## config.mk

```make
export PLATFORM = sky130hd
export DESIGN_NAME = maze_level_ctrl
export DESIGN_NICKNAME = d
export VERILOG_FILES = /design/src/rtl/maze_level_ctrl.sv
export SDC_FILE = /design/constraint.sdc
export NUM_CORES = 1
export LEC_CHECK = 0
export ABC_AREA = 0
export BUFFER_PORTS_ARGS = -buffer_cell sky130_fd_sc_hd__clkbuf_2
export CORE_MARGIN = 5
export CORE_UTILIZATION = 50
export DETAILED_ROUTE_END_ITERATION = 8
export PLACE_DENSITY = 0.78
export SYNTH_ARGS = -nofsm -noshare
export SYNTH_HDL_FRONTEND = slang
export SYNTH_SLANG_ARGS = --single-unit
```

## constraint.sdc

```tcl
create_clock -name clk -period 1.7 [get_ports clk]
set_clock_uncertainty 0.05 [all_clocks]
set_input_delay 0.34 -clock clk [delete_from_list [all_inputs] [get_ports clk]]
set_output_delay 0.34 -clock clk [all_outputs]
set_load 0.05 [all_outputs]
```

## src/rtl/maze_level_ctrl.sv

```systemverilog
// Maze game level sequencer: moves IDLE -> PLAY -> LOSE/SCARE on frame boundaries,
// using per-frame hit/goal accumulators gathered from the pixel stream.
module maze_level_ctrl #(
  parameter int SCARE_FRAMES = 180,
  parameter int LOSE_FRAMES  = 60,
  parameter int GRACE_FRAMES = 2
) (
  input  logic       clk,
  input  logic       reset_n,
  input  logic       frame_tick,
  input  logic       video_on,
  input  logic       start,
  input  logic       cursor_on,
  input  logic       path_on,
  input  logic       goal_on,
  output logic [1:0] level,
  output logic [1:0] state,
  output logic       scare_on,
  output logic       lose_on,
  output logic       level_up
);

  typedef enum logic [1:0] {
    IDLE  = 2'b00,
    PLAY  = 2'b01,
    LOSE  = 2'b10,
    SCARE = 2'b11
  } state_t;

  localparam logic [7:0] GRACE_CNT  = 8'(GRACE_FRAMES);
  localparam logic [7:0] LOSE_LAST  = 8'(LOSE_FRAMES - 1);
  localparam logic [7:0] SCARE_LAST = 8'(SCARE_FRAMES - 1);

  state_t     st;
  logic [7:0] frame_cnt;
  logic       hit_acc;
  logic       goal_acc;
  logic       grace;
  logic       hit_now;
  logic       goal_now;

  // The counter only runs during the early PLAY frames, so it doubles as the grace timer.
  assign grace    = (frame_cnt < GRACE_CNT);
  assign hit_now  = (st == PLAY) && !grace && video_on && cursor_on && !path_on;
  assign goal_now = (st == PLAY) && video_on && cursor_on && goal_on;
  assign state    = st;

  always_ff @(posedge clk or negedge reset_n) begin
    if (!reset_n) begin
      st        <= IDLE;
      level     <= 2'd1;
      scare_on  <= 1'b0;
      lose_on   <= 1'b0;
      level_up  <= 1'b0;
      hit_acc   <= 1'b0;
      goal_acc  <= 1'b0;
      frame_cnt <= 8'd0;
    end else begin
      level_up <= 1'b0;

      // frame_tick only arrives with video_on=0, so no set can coincide with the clear.
      if (frame_tick) begin
        hit_acc  <= 1'b0;
        goal_acc <= 1'b0;
      end else begin
        if (hit_now)  hit_acc  <= 1'b1;
        if (goal_now) goal_acc <= 1'b1;
      end

      case (st)
        IDLE: begin
          level <= 2'd1;
          if (start) begin
            st        <= PLAY;
            frame_cnt <= 8'd0;
          end
        end

        PLAY: begin
          if (frame_tick) begin
            if (hit_acc) begin
              st        <= LOSE;
              lose_on   <= 1'b1;
              frame_cnt <= 8'd0;
            end else if (goal_acc) begin
              if (level != 2'd3) begin
                level     <= level + 2'd1;
                level_up  <= 1'b1;
                frame_cnt <= 8'd0;
              end else begin
                st        <= SCARE;
                scare_on  <= 1'b1;
                frame_cnt <= 8'd0;
              end
            end else if (grace) begin
              frame_cnt <= frame_cnt + 8'd1;
            end
          end
        end

        LOSE: begin
          if (frame_tick) begin
            if (frame_cnt == LOSE_LAST) begin
              st        <= PLAY;
              lose_on   <= 1'b0;
              level     <= 2'd1;
              frame_cnt <= 8'd0;
            end else begin
              frame_cnt <= frame_cnt + 8'd1;
            end
          end
        end

        SCARE: begin
          if (frame_tick) begin
            if (frame_cnt == SCARE_LAST) begin
              st        <= IDLE;
              scare_on  <= 1'b0;
              level     <= 2'd1;
              frame_cnt <= 8'd0;
            end else begin
              frame_cnt <= frame_cnt + 8'd1;
            end
          end
        end

        default: begin
          st        <= IDLE;
          level     <= 2'd1;
          scare_on  <= 1'b0;
          lose_on   <= 1'b0;
          frame_cnt <= 8'd0;
        end
      endcase
    end
  end

endmodule

```

==> flow_metrics.py, run 1 <==
metrics = {
    "run_status": {
        "status": "finished, violations left",
        "violations": "negative setup slack",
    },
    "hold_path": {
        "holdPathStages": 3,
        "min_path_type": "in2reg",
    },
    "sta": {
        "tightestPinTransition_ns": 0.446,
        "timing.final.crit_period_ns": 1.74,
        "drv_slew": 0,
        "hold_viol": 0,
        "fin_crit_sh_pct": 102,
        "max_freq_ghz": 0.575,
        "setup_viol": 4,
        "relSlewSlack_pct": 70.3,
        "whs_ns": 0.236,
        "rsz0062_at_grt": "yes",
        "layout_setup_ws_ns": -0.0380,
    },
    "grt": {
        "antenna_found_initial": 0,
        "grt_max_degree": 18,
        "grt_usage_pct": 18.4,
        "grt_pass1_vias": 1048,
        "grt_pass1_wl_mm": 4.62,
        "grt-ovfl-total": 0,
    },
    "clocking": {
        "cts_buffers": 3,
        "htree_levels": 1,
        "insertion_delay_ns": 0.30,
        "clock_sinks": 17,
        "root_buffer": "clkbuf_4",
        "clockBufferDepth": 2,
        "clk_pin_slew_ns": 0.10,
        "cts_tree": "yes",
    },
    "place": {
        "placedCellCount": 168,
        "io_buffers": 14,
        "pre_cts_slack_ns": -0.0849,
        "hpwl_mm": 2.01,
        "routabilityCongestion": 0.826,
        "dpl_cell_area_um2": 1290,
    },
    "worst_setup_path": {
        "crit_cells": 5,
        "worstRegToRegCells": 5,
        "cp_max_fo": 6,
        "worstPathRequired_ns": 1.84,
        "start_kind": "flip-flop",
        "criticalPathCategory": "reg2reg",
        "crit_family": "compound AO/OA/AOI/OAI gates",
        "slowest_stage": "dfrtp_2",
        "crit_path_end_kind": "flip-flop",
        "arrival_ns": 1.88,
        "worst-path-buf-inv": 1,
        "cp_cell_sequence": "or2b_1, a311oi_4, nor4_4, buf_4, a221o_1",
        "slowest_delay_ns": 0.46,
    },
    "power": {
        "seqPwrFrac_pct": 29.1,
        "power_density_nw_per_um2": 1710,
        "sw_frac_of_total_pct": 43.9,
        "clkPwrFrac_pct": 9.6,
        "peakVddDrop_mv": 0.987,
        "leakagePower_nw": 0.628,
        "combPwrFrac_pct": 61.4,
        "p_int_mw": 1.33,
        "switching_power_mw": 1.04,
    },
    "synth": {
        "dominantRegCellSynth": "dfrtp_1",
        "synth_largest_area_cell": "dfrtp_1",
        "synth_warnings": 0,
        "async_flop_share_pct": 100,
        "netlist_top_cells_count": "16 x dfrtp_1, 16 x nor2_1, 6 x a21oi_1, 6 x nand2_1, 6 x nand3_1",
        "synth_seq_cells": 17,
        "synth-edff-count": 0,
        "synth_cells": 114,
        "yosys-top-cells-area": "dfrtp_1 38%, nor2_1 5.7%, a221o_1 3.8%",
        "syn_nets": 124,
        "syn-cell-area_um2": 1060,
        "yosysSeqAreaShare_pct": 40.4,
        "yosys.area.top_type_share_pct": 37.9,
        "syn_area_per_cell_um2": 9.26,
        "synth_cell_types": 48,
    },
    "drt": {
        "post-route-drc-count": 0,
        "dr.pass1.iters": 4,
        "post_drt_wl_per_cell_um": 15.3,
        "avgViaCountPerCell": 5.77,
        "drtIter0Drc": 18,
        "ant_nets": 0,
        "routed_wl_mm": 2.70,
        "num_vias": 1015,
    },
    "floorplan": {
        "die-area_um2": 3130,
        "row_count": 16,
        "die_h_um": 56.0,
        "initial_core_util_pct": 53.3,
        "ios": 15,
        "die_x_um": 56.0,
        "coreArea_um2": 1980,
    },
    "cells_and_area": {
        "design_area_um2": 1380,
        "nets": 160,
        "diodes": 0,
        "layout-drive-gt1-share_pct": 39.6,
        "stdcell_count": 176,
        "syn_to_final_growth_pct": 30.9,
    },
    "job": {
        "maxCapViolCount": 0,
    },
}
## worst paths after layout
path,start,endpoint,slack (ns)
worst min-delay path,goal_on,goal_acc$_DFFE_PN0P_,0.24
worst max-delay path,state[1]$_DFFE_PN0P_,frame_cnt[5]$_DFFE_PN0P_,-0.04
worst max register to register,state[1]$_DFFE_PN0P_,frame_cnt[5]$_DFFE_PN0P_,-0.04
min in group asynchronous,reset_n,level_up$_DFF_PN0_,0.46
max in group asynchronous,reset_n,level[0]$_DFFE_PN1P_,0.81
worst min register to register,state[1]$_DFFE_PN0P_,state[1]$_DFFE_PN0P_,0.49
## metal layers
layer	track usage, %	vias up	part of all wire (%)
met2	32.3	29	51
met1	21.3	481	41
met4	9.49	0	3.0
met3	3.25	10	4.8
li1	-	495	-
met5	0	-	0
## worst reg2reg max path: stages (launching register included)
cell and delay (ns):
dfrtp_2 0.46, or2b_1 0.28, a311oi_4 0.31, nor4_4 0.09, buf_4 0.16, a221o_1 0.29
## layout make-up
| class | count | area (µm²) |
|---|---|---|
| Tap cell | 27 | 33.8 |
| Inverter | 5 | 18.8 |
| Sequential cell | 17 | 432 |
| Multi-Input combinational cell | 86 | 623 |
| Fill cell | 157 | 599 |
| Clock buffer | 4 | 26.3 |
| Timing Repair Buffer | 37 | 249 |
## power groups by stage
stage                     combinational [mW]  clock, mW  sequential (mW)
final                                   1.45      0.227            0.689
after global placement                  1.28          0            0.665
after floorplan                        0.769          0            0.794
after CTS                               1.36      0.233            0.683
after detailed placement                1.33          0            0.681
after global routing                    1.57      0.247            0.708
## per-stage QoR
stage	util (%)	power, mW	TNS, ns
floorplan	-	1.56	-0.0784
global placement	65.0	1.95	-0.0413
detailed placement	65.0	2.01	-0.308
CTS	67.7	2.28	-0.0599
global route	69.8	2.52	-0.396
finish	69.8	2.37	-0.128
## flip-flops by register name (all words and copies together), names as in the netlist
name	cells
scare_on	1
hit_acc	1
frame_cnt	8
level	2
level_up	1
state	2
goal_acc	1
lose_on	1
## kinds of logic (layout without fill, tap and decap cells)
kind of cell | after synthesis | after routing | share of synthesized area (%)
AOI/OAI and AO/OA | 32 | 32 | 22.7
muxes | 2 | 2 | 2.01
and+or+nand+nor | 50 | 50 | 27.5
DFF | 17 | 17 | 40.4
buffers and inverters | 11 | 46 | 4.98
adders and majority gates | 2 | 2 | 2.37
## placed cells by master, fill, tap and decap left out, types with 4 or more instances in the layout
master and n:
nand3_1 6, a221o_1 4, clkbuf_2 14, nand2_1 6, buf_4 21, inv_1 5
nor2_1 16, dfrtp_2 4, dfrtp_1 12, a21oi_1 6
## repair_timing
| action | in CTS | in global routing |
|---|---|---|
| pin swaps | 0 | 5 |
| setup buffers | 2 | 2 |
| setup endpoints to repair | 7 | 8 |
| hold buffers | 1 | 0 |
| resized for setup | 3 | 7 |
| hold endpoints to repair | 16 | 0 |
No activity file was read; power rests on OpenSTA's default activity.
==> run 2: changes to the inputs <==
- RECOVER_POWER: unset -> 25
==> run 2 against run 1 <==
The run still ends with negative setup slack left. Clock-buffer cell count stayed put. Setup slack is the same. Via count did not move. Highest routed layer unchanged. Sequential cell count did not move. Largest power group unchanged. Critical path depth is the same. Combinational power barely moved. Global-route usage unchanged. Register-to-register slack barely moved. Total power about the same. Clock power is essentially flat.
==> flow_metrics.py, run 2 (same netlist as run 1, synthesis figures left out) <==
metrics = {
    "floorplan": {
        "coreArea_um2": 1980,
        "initial_core_util_pct": 53.3,
        "ios": 15,
        "die_h_um": 56.0,
        "die-area_um2": 3130,
        "die_x_um": 56.0,
        "row_count": 16,
    },
    "sta": {
        "final.setup.tns_ns": -0.128,
        "relSlewSlack_pct": 35.9,
        "rsz0062_at_grt": "yes",
        "fin_crit_sh_pct": 102,
        "tightestPinTransition_ns": 0.962,
        "drv_slew": 0,
        "layout_setup_ws_ns": -0.0380,
        "max_freq_ghz": 0.575,
        "hold_viol": 0,
        "timing.final.crit_period_ns": 1.74,
        "setup_viol": 4,
    },
    "cells_and_area": {
        "final_cell_mix": "21 x buf_4, 16 x nor2_1, 13 x clkbuf_2, 12 x dfrtp_1",
        "regMostFlops": "frame_cnt",
        "layout.filler_cells": 158,
        "utilization_pct": 69.7,
        "multiInputGateArea_um2": 623,
        "design_area_um2": 1380,
        "ff_latch_area_um2": 432,
        "layout-drive-gt1-share_pct": 38.9,
        "diodes": 0,
        "largest_reg_flops": 8,
        "layout_commonest_cell": "buf_4",
        "syn_to_final_growth_pct": 30.8,
        "nets": 160,
    },
    "worst_setup_path": {
        "r2r-start": "state[1]$_DFFE_PN0P_",
        "crit_path_end_kind": "flip-flop",
        "criticalPathCategory": "reg2reg",
        "startpoint": "state[1]$_DFFE_PN0P_",
        "arrival_ns": 1.88,
        "endpoint": "frame_cnt[5]$_DFFE_PN0P_",
        "r2r_end": "frame_cnt[5]$_DFFE_PN0P_",
        "cp_max_fo": 6,
        "worstRegToRegCells": 5,
        "rrSetupSlack_ns": -0.04,
        "worstPathRequired_ns": 1.84,
        "start_kind": "flip-flop",
    },
    "drt": {
        "drtIter0Drc": 18,
        "ant_nets": 0,
        "routed_wl_mm": 2.70,
        "num_vias": 1015,
        "post-route-drc-count": 0,
        "dr.pass1.iters": 4,
        "avgViaCountPerCell": 5.77,
        "post_drt_wl_per_cell_um": 15.3,
    },
    "grt": {
        "grt_pass1_wl_mm": 4.62,
        "antenna_found_initial": 0,
        "grt-ovfl-total": 0,
        "grt_pass1_vias": 1048,
        "grt_max_degree": 18,
        "grt_usage_pct": 18.4,
    },
    "clocking": {
        "clockBufferDepth": 2,
        "insertion_delay_ns": 0.30,
        "clk_pin_slew_ns": 0.10,
        "cts_buffers": 3,
        "root_buffer": "clkbuf_4",
        "cts_tree": "yes",
        "htree_levels": 1,
        "clock_sinks": 17,
    },
    "hold_path": {
        "holdPathStages": 3,
        "min_path_type": "in2reg",
    },
    "place": {
        "dpl_cell_area_um2": 1290,
        "hpwl_mm": 2.01,
        "routabilityCongestion": 0.826,
        "io_buffers": 14,
    },
    "run_status": {
        "status": "finished, violations left",
        "violations": "negative setup slack",
    },
    "job": {
        "maxCapViolCount": 0,
    },
    "power": {
        "power_density_nw_per_um2": 1720,
        "leakagePower_nw": 0.625,
        "peakVddDrop_mv": 0.987,
    },
}
## run 2: repair_timing
action                                  in CTS  in global routing
buffers inserted                             2                  2
gates resized for setup                      3                  7
gates cloned                                 0                  0
endpoints found under the setup margin       7                  8
hold buffers                                 1                  0
pin swaps                                    0                  5
hold endpoints to repair                    16                  0
## run 2: area by class of cell
type	count	area share, %
Timing Repair Buffer	37	17.9
Inverter	5	1.36
Tap cell	27	2.45
Multi-Input combinational cell	86	45.1
Clock buffer	4	1.90
Sequential cell	17	31.3
## run 2: how the worst min path moves through the flow
stage,from,slack [ns],endpoint
2_1_floorplan,reset_n,-0.006,frame_cnt[0]$_DFFE_PN0P_
3_3_place_gp,reset_n,0.24,level_up$_DFF_PN0_
3_5_place_dp,reset_n,0.25,level_up$_DFF_PN0_
4_1_cts,goal_on,0.24,goal_acc$_DFFE_PN0P_
5_1_grt,frame_tick,0.26,hit_acc$_DFFE_PN0P_
6_report,goal_on,0.24,goal_acc$_DFFE_PN0P_
## run 2: per-layer routing
| layer | vias up | GRT usage [%] | share of wire [%] |
|---|---|---|---|
| li1 | 495 | - | - |
| met1 | 481 | 21.3 | 41 |
| met2 | 29 | 32.3 | 51 |
| met3 | 10 | 3.25 | 4.7 |
| met4 | 0 | 9.49 | 3.0 |
| met5 | - | 0 | 0 |
## run 2: critical path, cell delays in order, from the launching register on
cell and delay, ns:
dfrtp_2 0.46, or2b_1 0.27, a311oi_4 0.31, nor4_4 0.09
buf_4 0.16, a221o_1 0.29
## run 2: power by group
group	internal [mW]	leakage, nW	switching, mW	total (mW)
logic	0.698	0.407	0.756	1.45
clock network	0.0915	0.0150	0.135	0.227
registers	0.538	0.203	0.150	0.689
## run 2: per-stage QoR
| stage | worst slack, ns | power (mW) | instances | hold WS, ns |
|---|---|---|---|---|
| 6_report | -0.0380 | 2.37 | 176 | 0.236 |
| 5_1_grt | -0.102 | 2.52 | 176 | 0.260 |
| 4_1_cts | -0.0188 | 2.28 | 174 | 0.241 |
| 3_5_place_dp | -0.0849 | 2.01 | 168 | 0.253 |
| 3_3_place_gp | -0.0125 | 1.95 | 168 | 0.244 |
| 2_1_floorplan | -0.0196 | 1.56 | 114 | -0.00559 |
==> run 3: changes to the inputs <==
- CORE_UTILIZATION: 50 -> 55
- PLACE_DENSITY: 0.78 -> 0.81
- clock period: 1.7 -> 2.14 ns (I/O delays scaled with it)
==> run 3 against run 2 <==
The run now ends clean. Register-to-register slack improved by 0.16 ns. Fmax decreased by 14%. Critical path depth decreased by 1. First-iteration DRC count increased by 140%. Largest cell class unchanged. Cell count decreased by 13%. Sequential power decreased by 12%. Clock-buffer cell count decreased by 1. Non-clock buffer count decreased by 20.
==> flow_metrics.py, run 3 (same netlist as run 1, synthesis figures left out) <==
metrics = {
    "place": {
        "dpl_cell_area_um2": 1140,
        "placedCellCount": 149,
        "hpwl_mm": 1.85,
        "io_buffers": 14,
        "routabilityCongestion": 0.862,
    },
    "clocking": {
        "clk_pin_slew_ns": 0.11,
        "cts_setup_buffers": 0,
        "clockBufferDepth": 2,
        "cts_buffers": 3,
        "insertion_delay_ns": 0.30,
        "htree_levels": 1,
        "root_buffer": "clkbuf_4",
        "cts_tree": "yes",
        "clock_sinks": 17,
        "cts_resized": 0,
    },
    "cells_and_area": {
        "largest_reg_flops": 8,
        "regMostFlops": "frame_cnt",
        "final_cell_mix": "16 x nor2_1, 16 x dfrtp_1, 13 x clkbuf_2",
        "nets": 140,
        "diodes": 0,
        "utilization_pct": 65.9,
        "layout-drive-gt1-share_pct": 22.5,
        "syn_to_final_growth_pct": 11.3,
        "layout.filler_cells": 144,
        "stdcell_count": 154,
        "design_area_um2": 1170,
    },
    "drt": {
        "num_vias": 970,
        "routed_wl_mm": 2.53,
        "drtIter0Drc": 43,
        "dr.pass1.iters": 4,
        "post-route-drc-count": 0,
        "avgViaCountPerCell": 6.30,
        "ant_nets": 0,
        "post_drt_wl_per_cell_um": 16.4,
    },
    "hold_path": {
        "min_path_type": "in2reg",
    },
    "floorplan": {
        "die_h_um": 53.8,
        "initial_core_util_pct": 59.2,
        "die-area_um2": 2900,
        "die_x_um": 53.8,
        "row_count": 15,
        "ios": 15,
        "coreArea_um2": 1780,
    },
    "sta": {
        "fin_crit_sh_pct": 94.5,
        "hold_viol": 0,
        "setup_viol": 0,
        "drv_slew": 0,
        "tightestPinTransition_ns": 0.940,
        "rsz0062_at_grt": "no",
        "relSlewSlack_pct": 37.3,
        "max_freq_ghz": 0.495,
        "final.setup.tns_ns": 0,
        "whs_ns": 0.311,
        "timing.final.crit_period_ns": 2.02,
    },
    "grt": {
        "grt_pass1_vias": 916,
        "grt_max_degree": 18,
        "grt-ovfl-total": 0,
        "grt_usage_pct": 21.3,
        "antenna_found_initial": 0,
        "grt_pass1_wl_mm": 4.31,
    },
    "job": {
        "maxCapViolCount": 0,
    },
    "worst_setup_path": {
        "arrival_ns": 2.22,
        "cp_max_fo": 14,
        "worstPathRequired_ns": 2.34,
        "start_kind": "flip-flop",
        "crit_path_end_kind": "flip-flop",
        "criticalPathCategory": "reg2reg",
    },
    "power": {
        "peakVddDrop_mv": 0.721,
        "power_density_nw_per_um2": 1350,
        "leakagePower_nw": 0.515,
    },
    "run_status": {
        "status": "complete, no violations",
    },
}
[run 3: cell count changes in the layout (fill, tap and decap cells not counted), sizes merged]
cell / delta
buf: -20
clkbuf: -1
clkinv: +1
[run 3: power by group]
part	switching, mW	leakage (nW)	total (mW)	internal [mW]
Clock	0.112	0.0177	0.182	0.0697
Sequential	0.183	0.207	0.603	0.420
Combinational	0.470	0.290	0.805	0.335
Total	0.765	0.515	1.59	0.825
[run 3: path summary, 6_finish.rpt]
path | from | endpoint | slack, ns | cells past startpoint
max reg2reg | state[0]$_DFFE_PN0P_ | frame_cnt[6]$_DFFE_PN0P_ | 0.12 | 4
min | goal_on | goal_acc$_DFFE_PN0P_ | 0.31 | 3
max | state[0]$_DFFE_PN0P_ | frame_cnt[6]$_DFFE_PN0P_ | 0.12 | 4
min in group asynchronous | reset_n | frame_cnt[0]$_DFFE_PN0P_ | 0.72 | 2
max in group asynchronous | reset_n | level_up$_DFF_PN0_ | 0.74 | 2
min reg2reg | lose_on$_DFFE_PN0P_ | lose_on$_DFFE_PN0P_ | 0.50 | 2
[run 3: routing by layer]
layer / vias up / global-route usage [%] / wire length [µm]
met5: - / 0 / 0
met4: 0 / 10.2 / 17
met3: 4 / 5.82 / 170
met2: 47 / 32.1 / 1200
met1: 464 / 28.1 / 1140
li1: 455 / - / -
[run 3: what timing repair did]
item	4_1_cts	5_1_grt
endpoints found under the setup margin	0	0
hold buffers	0	1
hold endpoints to repair	0	2
[run 3: per-stage QoR]
stage	total power, mW	setup slack [ns]
detailed placement	1.40	0.161
global placement	1.34	0.288
finish	1.59	0.118
global route	1.71	0.0451
floorplan	1.21	0.251
CTS	1.58	0.149
[run 3: area by class of cell]
type / count / area, µm² / share of cell area, %
inverters: 5 / 18.8 / 1.60
multi-input cells: 86 / 577 / 49.1
clock inverters: 1 / 5.00 / 0.426
flip-flops and latches: 17 / 427 / 36.3
repair buffers: 17 / 93.8 / 7.99
clock buffers: 3 / 22.5 / 1.92
well taps: 25 / 31.3 / 2.66
[run 3: worst max-delay path, cell delays in order, from the launching register on]
cell and delay [ns]:
dfrtp_1 0.58, or2b_1 0.33, a311oi_2 0.40, or2_0 0.38, a221o_1 0.22
